`src/rtl/fb_packer_pkg.sv`:
```
// Constants and types shared by the LCD packer and the HDMI image generator.
// Both sides address the framebuffer as 48 word-rows of LCD_WIDTH 36-bit words.
package fb_packer_pkg;

   localparam int LCD_WIDTH    = 224;
   localparam int LCD_HEIGHT   = 144;
   localparam int PXL_PER_WORD = 3;
   localparam int FB_ADDR_W    = 14;

   typedef logic [11:0] rgb444_t;

   typedef enum logic {
      IDLE,
      ACTIVE
   } fbp_state_t;

endpackage

```
`src/rtl/fb_packer.sv`:
```
// Packs three vertically adjacent RGB444 LCD lines into one 36-bit framebuffer word via lane enables.
// Writes appear one cycle after the accepted pixel; no backpressure, the LCD stream is never stalled.
module fb_packer
   import fb_packer_pkg::*;
#(
   parameter int LINEWIDTH = LCD_WIDTH,
   parameter int LINES     = LCD_HEIGHT,
   parameter int ADDRW     = FB_ADDR_W
) (
   input  logic             pxlClk,
   input  logic             rst,
   input  logic [11:0]      lcdPxl,
   input  logic             lcdValid,
   input  logic             lcdLineStart,
   input  logic             lcdFrameStart,
   output logic [ADDRW-1:0] fbAddr,
   output logic [35:0]      fbData,
   output logic [2:0]       fbWe,
   output logic             frameDone,
   output logic             lineErr
);

   localparam logic [7:0]       C_XMAX      = 8'(LINEWIDTH);
   localparam logic [7:0]       C_LAST_X    = 8'(LINEWIDTH - 1);
   localparam logic [7:0]       C_LAST_LINE = 8'(LINES - 1);
   localparam logic [1:0]       C_LAST_LANE = 2'(PXL_PER_WORD - 1);
   localparam logic [ADDRW-1:0] C_ROW_STEP  = ADDRW'(LINEWIDTH);

   fbp_state_t       r_state, w_state;
   logic [7:0]       r_x, w_x, w_xe;
   logic [7:0]       r_line, w_line;
   logic [1:0]       r_lane, w_lane, w_lanee;
   logic [ADDRW-1:0] r_base, w_base, w_basee;
   logic [ADDRW-1:0] r_fbAddr, w_addr;
   logic [35:0]      r_fbData, w_data;
   logic [2:0]       r_fbWe, w_we;
   logic             r_frameDone, w_done;
   logic             r_donePend, w_pend;
   logic             r_lineErr, w_err;
   logic             w_live;

   always_ff @(posedge pxlClk) begin
      if (rst) begin
         r_state     <= IDLE;
         r_x         <= '0;
         r_line      <= '0;
         r_lane      <= '0;
         r_base      <= '0;
         r_fbAddr    <= '0;
         r_fbData    <= '0;
         r_fbWe      <= '0;
         r_frameDone <= 1'b0;
         r_donePend  <= 1'b0;
         r_lineErr   <= 1'b0;
      end else begin
         r_state     <= w_state;
         r_x         <= w_x;
         r_line      <= w_line;
         r_lane      <= w_lane;
         r_base      <= w_base;
         r_fbAddr    <= w_addr;
         r_fbData    <= w_data;
         r_fbWe      <= w_we;
         r_frameDone <= w_done | r_donePend;
         r_donePend  <= w_pend;
         r_lineErr   <= w_err;
      end
   end

   always_comb begin
      w_state = r_state;
      w_x     = r_x;
      w_line  = r_line;
      w_lane  = r_lane;
      w_base  = r_base;
      w_addr  = r_fbAddr;
      w_data  = r_fbData;
      w_we    = 3'b000;
      w_done  = 1'b0;
      w_pend  = 1'b0;
      w_err   = r_lineErr;
      w_xe    = r_x;
      w_lanee = r_lane;
      w_basee = r_base;
      w_live  = 1'b0;
      case (r_state)
         IDLE: begin
            if (lcdFrameStart) begin
               w_state = ACTIVE;
               w_x     = '0;
               w_line  = '0;
               w_lane  = '0;
               w_base  = '0;
               w_err   = 1'b0;
            end
         end
         ACTIVE: begin
            if (lcdFrameStart) begin
               w_x    = '0;
               w_line = '0;
               w_lane = '0;
               w_base = '0;
               w_err  = 1'b1;
            end else begin
               w_live = 1'b1;
               // A lineStart with x==0 is a duplicate marker and leaves the position alone.
               if (lcdLineStart && r_x != 8'd0) begin
                  if (r_x < C_XMAX) w_err = 1'b1;
                  if (r_line == C_LAST_LINE) begin
                     w_done  = 1'b1;
                     w_state = IDLE;
                     w_live  = 1'b0;
                  end else begin
                     w_xe   = '0;
                     w_line = r_line + 8'd1;
                     if (r_lane == C_LAST_LANE) begin
                        w_lanee = '0;
                        w_basee = r_base + C_ROW_STEP;
                     end else begin
                        w_lanee = r_lane + 2'd1;
                     end
                  end
               end
               w_x    = w_xe;
               w_lane = w_lanee;
               w_base = w_basee;
               if (w_live && lcdValid) begin
                  if (w_xe < C_XMAX) begin
                     w_addr = w_basee + ADDRW'(w_xe);
                     w_data = {lcdPxl, lcdPxl, lcdPxl};
                     w_we   = 3'b100 >> w_lanee;
                     w_x    = w_xe + 8'd1;
                     if (w_xe == C_LAST_X && w_line == C_LAST_LINE) begin
                        w_pend  = 1'b1;
                        w_state = IDLE;
                     end
                  end else begin
                     w_err = 1'b1;
                  end
               end
            end
         end
         default: w_state = IDLE;
      endcase
   end

   always_comb begin
      fbAddr    = r_fbAddr;
      fbData    = r_fbData;
      fbWe      = r_fbWe;
      frameDone = r_frameDone;
      lineErr   = r_lineErr;
   end

endmodule

```
`config.mk`:
```
export PLATFORM = sky130hd
export DESIGN_NAME = fb_packer
export DESIGN_NICKNAME = d
export VERILOG_FILES = /design/src/rtl/fb_packer_pkg.sv /design/src/rtl/fb_packer.sv
export SDC_FILE = /design/constraint.sdc
export NUM_CORES = 1
export LEC_CHECK = 0
export CORE_MARGIN = 3
export CORE_UTILIZATION = 42
export CTS_CLUSTER_DIAMETER = 80
export DETAILED_ROUTE_END_ITERATION = 8
export PLACE_DENSITY = 0.68
export SETUP_SLACK_MARGIN = 0.2
export SYNTH_ARGS = -nofsm -noshare
export SYNTH_HDL_FRONTEND = slang
export SYNTH_SLANG_ARGS = --single-unit
```
`constraint.sdc`:
```
create_clock -name pxlClk -period 4 [get_ports pxlClk]
set_input_delay 1 -clock pxlClk [delete_from_list [all_inputs] [get_ports pxlClk]]
set_output_delay 1 -clock pxlClk [all_outputs]
set_load 0.005 [all_outputs]
```
=== Word level (Yosys, flattened, before mapping) ===
Index checks and enable logic that the tools add are counted.

* Output and inout port bits: 55
* Logic and storage cells: 88
* Flip-flop bits (word level): 89
* Input port bits: 17

* Add/sub/neg operators: 5
* Shift operators: 1
* Bitwise gates (word level): 5
* Eq/ne operators: 5
* Reduce and logical (&&, ||, !) cells: 6
* Magnitude comparators: 2
* Muxes and demuxes: 53

{| class="wikitable"
|+ Operators with widths
! cell !! number
|-
| $mux W8 || 13
|-
| $mux W14 || 7
|-
| $pmux W8 S2 || 2
|-
| $pmux W14 S2 || 1
|-
| $eq A8 B8 Y1 const B || 3
|-
| $mux W1 || 20
|-
| $add A8 B1 Y8 const B || 2
|-
| $lt A8 B8 Y1 const B || 2
|-
| $add A14 B8 Y14 || 1
|-
| $add A14 B8 Y14 const B || 1
|-
| $mux W2 || 7
|-
| $reduce_bool A8 Y1 || 1
|-
| $reduce_or A5 Y1 || 1
|-
| $not A1 Y1 || 4
|-
| $pmux W1 S2 || 2
|-
| $pmux W2 S2 || 1
|-
| $reduce_and A4 Y1 || 1
|-
| $logic_and A1 B1 Y1 || 3
|-
| $shr A3 B2 Y3 const A || 1
|-
| $add A2 B1 Y2 const B || 1
|-
| $eq A2 B2 Y1 const B || 1
|-
| $ne A2 B2 Y1 const B || 1
|-
| $or A1 B1 Y1 || 1
|}

=== Depth between registers and ports, before layout ===
Gate-level depths: netlist (run 1).

* Word-level depth: 12
* Depth in mapped cells: 16
* Mapped depth without buffers: 14

=== Worst setup path after synthesis (run 1) ===
Ideal clock, no wire load.

* Path type: input -> register
* From: in lcdLineStart
* To: reg r_fbAddr[9], in the netlist fbAddr[9]
* Buffers on the path: 2
* Required time: 3.938 ns
* Setup slack: 0.533 ns
* Library setup time: 0.062 ns
* Stages on the path: 14
* Arrival: 3.405 ns
* Path through: o21ai_4 > buf_6 > nor2_1 > buf_2 > nor2_1 > a21oi_1 > ha_1 > a21o_1 > a21oi_1 > nor2_1 > nor3b_1 > nor2_1 > or4_1 > nand3_1

* Word-level cells in the longest chain between the ends: 6
* Elaborated cells on any way between the ends: 14
* Classes of those cells: add/sub (1); order compare (1); mux (9); reduce/logical (3)

{| class="wikitable"
|+ Ends and longest elaborated chain
! what !! line !! source
|-
| start, declared || fb_packer.sv:14 || <nowiki>input logic lcdLineStart,</nowiki>
|-
| $logic_and A1 B1 Y1 (*) || fb_packer.sv:107 || <nowiki>if (lcdLineStart && r_x != 8'd0) begin</nowiki>
|-
| $mux W8 / $mux W1 (equally long branches) || fb_packer.sv:107 ||
|-
| $mux W8 / $mux W1 (equally long branches) || fb_packer.sv:98 || <nowiki>if (lcdFrameStart) begin</nowiki>
|-
| $mux W8 / $mux W1 (equally long branches) || fb_packer.sv:86 || <nowiki>case (r_state)</nowiki>
|-
| $lt A8 B8 Y1 / $logic_and A1 B1 Y1 (equally long branches) || fb_packer.sv:128, fb_packer.sv:127 ||
|-
| $reduce_and A4 Y1 (no line) || n/a ||
|-
| end signal, assigned || fb_packer.sv:61 || <nowiki>r_fbAddr <= w_addr;</nowiki>
|-
| end, declared || fb_packer.sv:34 || <nowiki>logic [ADDRW-1:0] r_fbAddr, w_addr;</nowiki>
|}

Every way passes the cells marked *; elsewhere a longest branch is shown, timed or not. The select of a mux whose other input is x is not followed.
A chain may end at the register's enable or synchronous reset.

=== Worst setup path in the final report (run 1) ===
Ends and elaborated chain as after synthesis.

==> results of run 1 <==
==> synth_stat cells (2+ instances only) <==
cell,n
nor4b_1,2
o21ai_0,7
o21a_1,2
xnor2_1,8
mux2i_1,2
nor2_1,44
buf_6,4
or3_1,3
clkbuf_1,16
dfxtp_1,60
and3_1,6
buf_4,24
nand2b_1,3
and2_1,5
nor3_1,8
nand2_1,61
a31o_2,2
a211oi_1,2
nor3b_1,2
inv_1,4
a31oi_1,3
nor4_1,5
xor2_1,13
nand4_1,6
o2111ai_1,2
nand3_1,16
buf_2,5
a21oi_1,46
nand4b_1,4
ha_1,6
nand3b_1,7
or4_4,2
a22oi_1,2
==> cell type report <==
type / count / area (um2) / area share [%]
multi-input cells: 294 / 1750 / 42.9
repair buffers: 82 / 793 / 19.4
clock inverters: 7 / 67.6 / 1.66
well taps: 99 / 124 / 3.04
inverters: 5 / 18.8 / 0.460
flip-flops and latches: 60 / 1200 / 29.4
clock buffers: 9 / 124 / 3.04
==> power groups by stage <==
stage	combinational, mW	clock [mW]	sequential, mW
after floorplan	0.0484	0	0.622
after global placement	0.0926	0	0.622
after detailed placement	0.0934	0	0.622
after CTS	0.0937	0.537	0.608
after global routing	0.102	0.567	0.609
final	0.0930	0.523	0.608
==> critical path, stage by stage <==
cell             delay, ns
clkdlybuf4s50_1       0.58
o21ai_4               0.09
nor2_1                0.24
nor2_1                0.06
a21oi_1               0.18
ha_1                  0.29
a21o_1                0.21
a21oi_1               0.38
nor2_1                0.09
nor3b_1               0.19
nor2_1                0.08
or4_1                 0.40
nand3_1               0.07
==> through the flow <==
stage | util (%) | worst slack [ns]
2_1_floorplan | - | 0.533
3_3_place_gp | 52.5 | 0.161
3_5_place_dp | 52.5 | 0.0930
4_1_cts | 55.1 | 0.435
5_1_grt | 55.1 | 0.249
6_report | 55.1 | 0.402
==> final timing paths <==
path	cells past startpoint	to	slack (ns)
setup / recovery	13	fbAddr[9]	0.40
hold / removal	2	fbAddr[8]	0.45
setup reg to reg	12	fbAddr[9]	0.62
hold reg to reg	2	fbAddr[8]	0.45
==> routing by layer <==
layer / up-vias / global-route usage [%]
met2: 123 / 28.6
li1: 1476 / -
met4: 0 / 7.46
met1: 1372 / 22.6
met3: 18 / 4.38
met5: - / 0
==> placed cells by master (no fill, tap or decap), drive strengths merged, types with 7 or more instances in the layout <==
cell	n
xor2	13
xnor2	8
buf	11
nand3b	7
o21ai	9
nand2	62
nand3	17
nor3	9
dfxtp	60
clkbuf	9
a21oi	47
nor2	44
clkdlybuf4s50	71
==> sequential cells by signal, summed over array words and instances (netlist names) <==
name        cells
r_lane          2
r_line          8
fbAddr         14
lineErr         1
frameDone       1
fbWe            3
r_state         1
r_x             8
r_donePend      1
fbData         12
r_base          9
==> logic make-up after synthesis <==
kind of cell	synth area share, %
buf+inv	10.2
flops	36.6
mux	0.609
simple gates	29.0
fa+ha+maj	2.28
xor+xnor	5.60
compound gates	15.8
==> summary.txt, run 1 <==
Cells and area
  • Synth-to-layout area growth: 24.1%
  • Cell Count, Final, Fillers Out: 556
  • Fin area: 4080 um2
  • Share of layout cells above drive strength 1: roughly a tenth
  • Layout fillers: 699
  • Nets: 475
  • Diode count: 0

Pwr
  • Combinational power share: 7.6%
  • Sequential Power Share: 49.7%
  • Leak Pwr: approximately 1.4 nW
  • PwrDens: 300 nW/um2
  • Share of total power in the clock network: 42.7%
  • Switching Share: 23.7%
  • Net Sw Power: 0.291 mW
  • Max VDD drop: 170 uV
  • Total Power: between 1 and 1.5 mW
  • Internal power: 0.933 mW

Timing
  • Final setup viols: 0
  • Max Clock Skew: 0.00820 ns
  • Pins Over Slew Limit: 0
  • Worst-Margin Slew: 0.556 ns
  • Min Tclk post-route: 3.60 ns
  • Hold slack final: 0.453 ns
  • Rel. slew slack: 62.6%
  • Fin. Hold Viols: 0
  • RSZ-0062 raised after global routing: no
  • Fmax: 278 MHz
  • Setup TNS: 0 ns
  • Period utilization: 89.9%

Logic synthesis
  • Unique cell type count in the Yosys netlist: 60
  • Cells after Synth: 409
  • Syn nets: between 400 and 500
  • Asr flop ratio synth: 0%
  • EDFF count, synth: 0
  • Post-synth top area share: 36.6%
  • Synth top area cells: dfxtp_1, a21oi_1, nand2_1, buf_4, nor2_1
  • Primary FF master, synth: dfxtp_1
  • Ys Warns: 0
  • Syn avg cell area: 8.03 um2
  • Post-Synthesis Cell Area: roughly 3300 um2
  • Synthesized flop and latch total: 60
  • Leading area contributor after synthesis: dfxtp_1
  • Sequential area share after synthesis: 36.6%

Clock network
  • Root Driver: clkbuf_8
  • Hold_buf cts: 0
  • Post-CTS Resized: 0
  • Deepest level of the CTS H-tree: 3
  • Clk_lat worst skew: 0.33 ns
  • CTS tree: built
  • Clock-pin slew on the worst setup and hold paths: around 0.070 ns
  • CTS sink count: 60
  • Post-CTS setup buffers: 0
  • Clock Path Buffers: 2
  • Num CTS Buffers: 9

GRT
  • All-Layer GR Usage: 17.8%
  • Aggregate global routing overflow: 0
  • First-pass GRT wire length: 12600 um
  • Largest net degree at the start of global routing: 29
  • Initial antenna violation count: 0
  • Vias in the first global route: roughly 2700

Setup path
  • CP required: 4.27 ns
  • Worst r2r src: r_line[4]
  • CP startpoint kind: input pin
  • Critical path type: in -> reg
  • Critical path data arrival time: 3.87 ns
  • Worst Path Max Fanout: 5
  • CP Capture Type: flip-flop
  • Crit. Startpoint: lcdLineStart

Route
  • DR WL/cell: 13.8 um
  • DR iter-0 viols: ~170
  • Vias: 2989
  • Metal2 WL: 3470 um
  • Routed Antenna Nets: 0
  • Metal3 WL: 651 um
  • Uppermost layer routed: met4
  • DRC Markers: 0
  • First-pass detailed-route iteration total: 5
  • Drt total wl: roughly 7700 um
  • Vias per std cell: 5.38
  • Met1 WL: between 3000 and 4000 um

Hold path
  • Min-delay worst type: reg -> reg
  • Hold path startpoint: fbAddr[8]

Die
  • Die Area: roughly 8900 um2
  • Row cnt: 31
  • Height of the die: roughly 94 um
  • Initial Utilization: 44.4%
  • CORE AREA: roughly 7400 um2
  • Die width: 94.4 um
  • # IOs: 72

Place
  • IO Port Bufs: 71
  • GPL Wtd Cong: 0.915
  • Dpl cells: between 500 and 600
  • Placed inst area: approximately 4000 um2
  • Final HPWL DP: 5530 um

Job
  • MaxCap Viol Count: 0

Status
  • Status: finished, final reports clean
Note: power is estimated with default switching activity, not from simulation.
==> inputs of run 2 (changes only) <==
Settings changed: CTS_BUF_LIST set to sky130_fd_sc_hd__clkbuf_16.
==> summary.txt, run 2 (same netlist as run 1, synthesis figures left out) <==
Setup path
  • CP startpoint kind: input pin (unchanged)
  • R2r setup slk: 0.61 ns (was 0.62 ns)
  • Worst Path Max Fanout: 5 (unchanged)
  • Critical path type: in -> reg (unchanged)
  • CP Capture Type: flip-flop (unchanged)
  • Crit. Startpoint: lcdLineStart (unchanged)
  • Reg2reg path depth: 12 (unchanged)
  • Worst Setup EP: fbAddr[13] (was fbAddr[9])
  • Worst r2r src: r_line[4] (unchanged)
  • Worst R2R End: fbAddr[13] (was fbAddr[9])
  • Critical path data arrival time: 3.86 ns (was 3.87 ns)
  • CP required: 4.25 ns (was 4.27 ns)

Clock network
  • CTS sink count: 60 (unchanged)
  • Deepest level of the CTS H-tree: 3 (unchanged)
  • Hold_buf cts: 0 (unchanged)
  • Post-CTS setup buffers: 0 (unchanged)
  • Clk_lat worst skew: 0.32 ns (was 0.33 ns)
  • Clock Path Buffers: 2 (unchanged)
  • Num CTS Buffers: 9 (unchanged)
  • Clock-pin slew on the worst setup and hold paths: 0.05 ns (was 0.07 ns)
  • Post-CTS Resized: 0 (unchanged)
  • Root Driver: clkbuf_16 (was clkbuf_8)
  • CTS tree: built (unchanged)

Pwr
  • Max VDD drop: 193 uV (was 170 uV)
  • PwrDens: 346 nW/um2 (was 300 nW/um2)
  • Total Power: 1.45 mW (was 1.22 mW)
  • Leak Pwr: 1.43 nW (was 1.39 nW)

Place
  • Final HPWL DP: 5530 um (unchanged)
  • Dpl cells: 540 (unchanged)
  • Placed inst area: 3890 um2 (unchanged)
  • DP Worst Slack: 0.0930 ns (unchanged)
  • GPL Wtd Cong: 0.915 (unchanged)
  • IO Port Bufs: 71 (unchanged)

Timing
  • Final Worst Setup Slack: 0.394 ns (was 0.402 ns)
  • Pins Over Slew Limit: 0 (unchanged)
  • Setup TNS: 0 ns (unchanged)
  • Worst-Margin Slew: 0.586 ns (was 0.556 ns)
  • RSZ-0062 raised after global routing: no (unchanged)
  • Rel. slew slack: 60.5% (was 62.6%)
  • Fin. Hold Viols: 0 (unchanged)
  • Max Clock Skew: 0.00544 ns (was 0.00820 ns)
  • Fmax: 277 MHz (was 278 MHz)
  • Final setup viols: 0 (unchanged)
  • Min Tclk post-route: 3.61 ns (was 3.60 ns)
  • Period utilization: 90.2% (was 89.9%)

Cells and area
  • Register area: 1200 um2 (unchanged)
  • Area of the multi-input gates: 1750 um2 (unchanged)
  • Commonest non-fill, non-tap cell in the layout: clkdlybuf4s50_1 (unchanged)
  • Largest register FFs: 14 (unchanged)
  • Fin area: 4180 um2 (was 4080 um2)
  • Nets: 475 (unchanged)
  • Share of layout cells above drive strength 1: 9.41% (unchanged)
  • Layout fillers: 680 (was 699)
  • Synth-to-layout area growth: 27.2% (was 24.1%)
  • Most frequent cells in the layout: clkdlybuf4s50_1, nand2_1, dfxtp_1 (unchanged)
  • Diode count: 0 (unchanged)
  • Cell Count, Final, Fillers Out: 556 (unchanged)

Die
  • Height of the die: 94.4 um (unchanged)
  • CORE AREA: 7410 um2 (unchanged)
  • Initial Utilization: 44.4% (unchanged)
  • Row cnt: 31 (unchanged)
  • Die width: 94.4 um (unchanged)
  • Die Area: 8920 um2 (unchanged)
  • # IOs: 72 (unchanged)

GRT
  • Vias in the first global route: 2655 (was 2653)
  • Largest net degree at the start of global routing: 29 (unchanged)
  • Initial antenna violation count: 0 (unchanged)
  • All-Layer GR Usage: 17.8% (unchanged)
  • First-pass GRT wire length: 12600 um (about the same)
  • Aggregate global routing overflow: 0 (unchanged)

Route
  • DR iter-0 viols: 178 (was 165)
  • First-pass detailed-route iteration total: 4 (was 5)
  • Vias: 2974 (was 2989)
  • DR WL/cell: 13.9 um (was 13.8 um)
  • Routed Antenna Nets: 0 (unchanged)
  • Vias per std cell: 5.35 (was 5.38)
  • DRC Markers: 0 (unchanged)
  • Drt total wl: 7760 um (was 7680 um)

Status
  • Status: finished, final reports clean (unchanged)

Hold path
  • Min-delay worst type: reg -> reg (unchanged)

Job
  • MaxCap Viol Count: 0 (unchanged)
-- run 2: cell counts in the layout (fill, tap and decap cells not counted) --
No cell type changed its count.
-- run 2: stage by stage --
step | hold WS (ns) | utilization (%)
floorplan | 0.413 | -
global placement | 0.438 | 52.5
detailed placement | 0.444 | 52.5
CTS | 0.453 | 56.4
global route | 0.471 | 56.4
finish | 0.450 | 56.4
-- run 2: final cells by class --
cell class / count / share of cell area (%)
Sequential cell: 60 / 28.7
Tap cell: 99 / 2.96
Timing Repair Buffer: 82 / 19.0
Clock inverter: 7 / 1.62
Multi-Input combinational cell: 294 / 41.9
Inverter: 5 / 0.449
Clock buffer: 9 / 5.39
-- run 2: per-layer routing --
layer / global-route usage, % / share of wire (%) / wire [um] / vias up
met5: 0 / 0 / 0 / -
met4: 7.10 / 0.94 / 73 / 0
met3: 3.98 / 9.6 / 744 / 6
met2: 29.1 / 47 / 3630 / 118
met1: 22.6 / 43 / 3310 / 1368
li1: - / - / - / 1482
-- run 2: critical path, stage by stage --
cell             delay (ns)
clkdlybuf4s50_1        0.58
o21ai_4                0.09
nor2_1                 0.24
nor2_1                 0.06
a21oi_1                0.19
ha_1                   0.29
a21o_1                 0.21
a21oi_1                0.37
a21oi_1                0.15
o2bb2ai_4              0.17
nand4_1                0.18
mux2i_1                0.22
o2bb2ai_1              0.12
-- run 2: report_power, final --
group,leakage [nW],internal [mW],switching (mW)
Combinational,0.812,0.0464,0.0465
Clock,0.137,0.477,0.266
Sequential,0.484,0.604,0.00505
Total,1.43,1.13,0.317
-- run 2: how the worst min path moves through the flow --
| stage | from | end | slack (ns) | cells after the start |
|---|---|---|---|---|
| floorplan | r_donePend | frameDone | 0.41 | 2 |
| global route | fbAddr[8] | fbAddr[8] | 0.47 | 2 |
| global placement | fbAddr[7] | fbAddr[7] | 0.44 | 2 |
| finish | fbAddr[8] | fbAddr[8] | 0.45 | 2 |
| CTS | fbAddr[3] | fbAddr[3] | 0.45 | 2 |
| detailed placement | fbAddr[7] | fbAddr[7] | 0.44 | 2 |
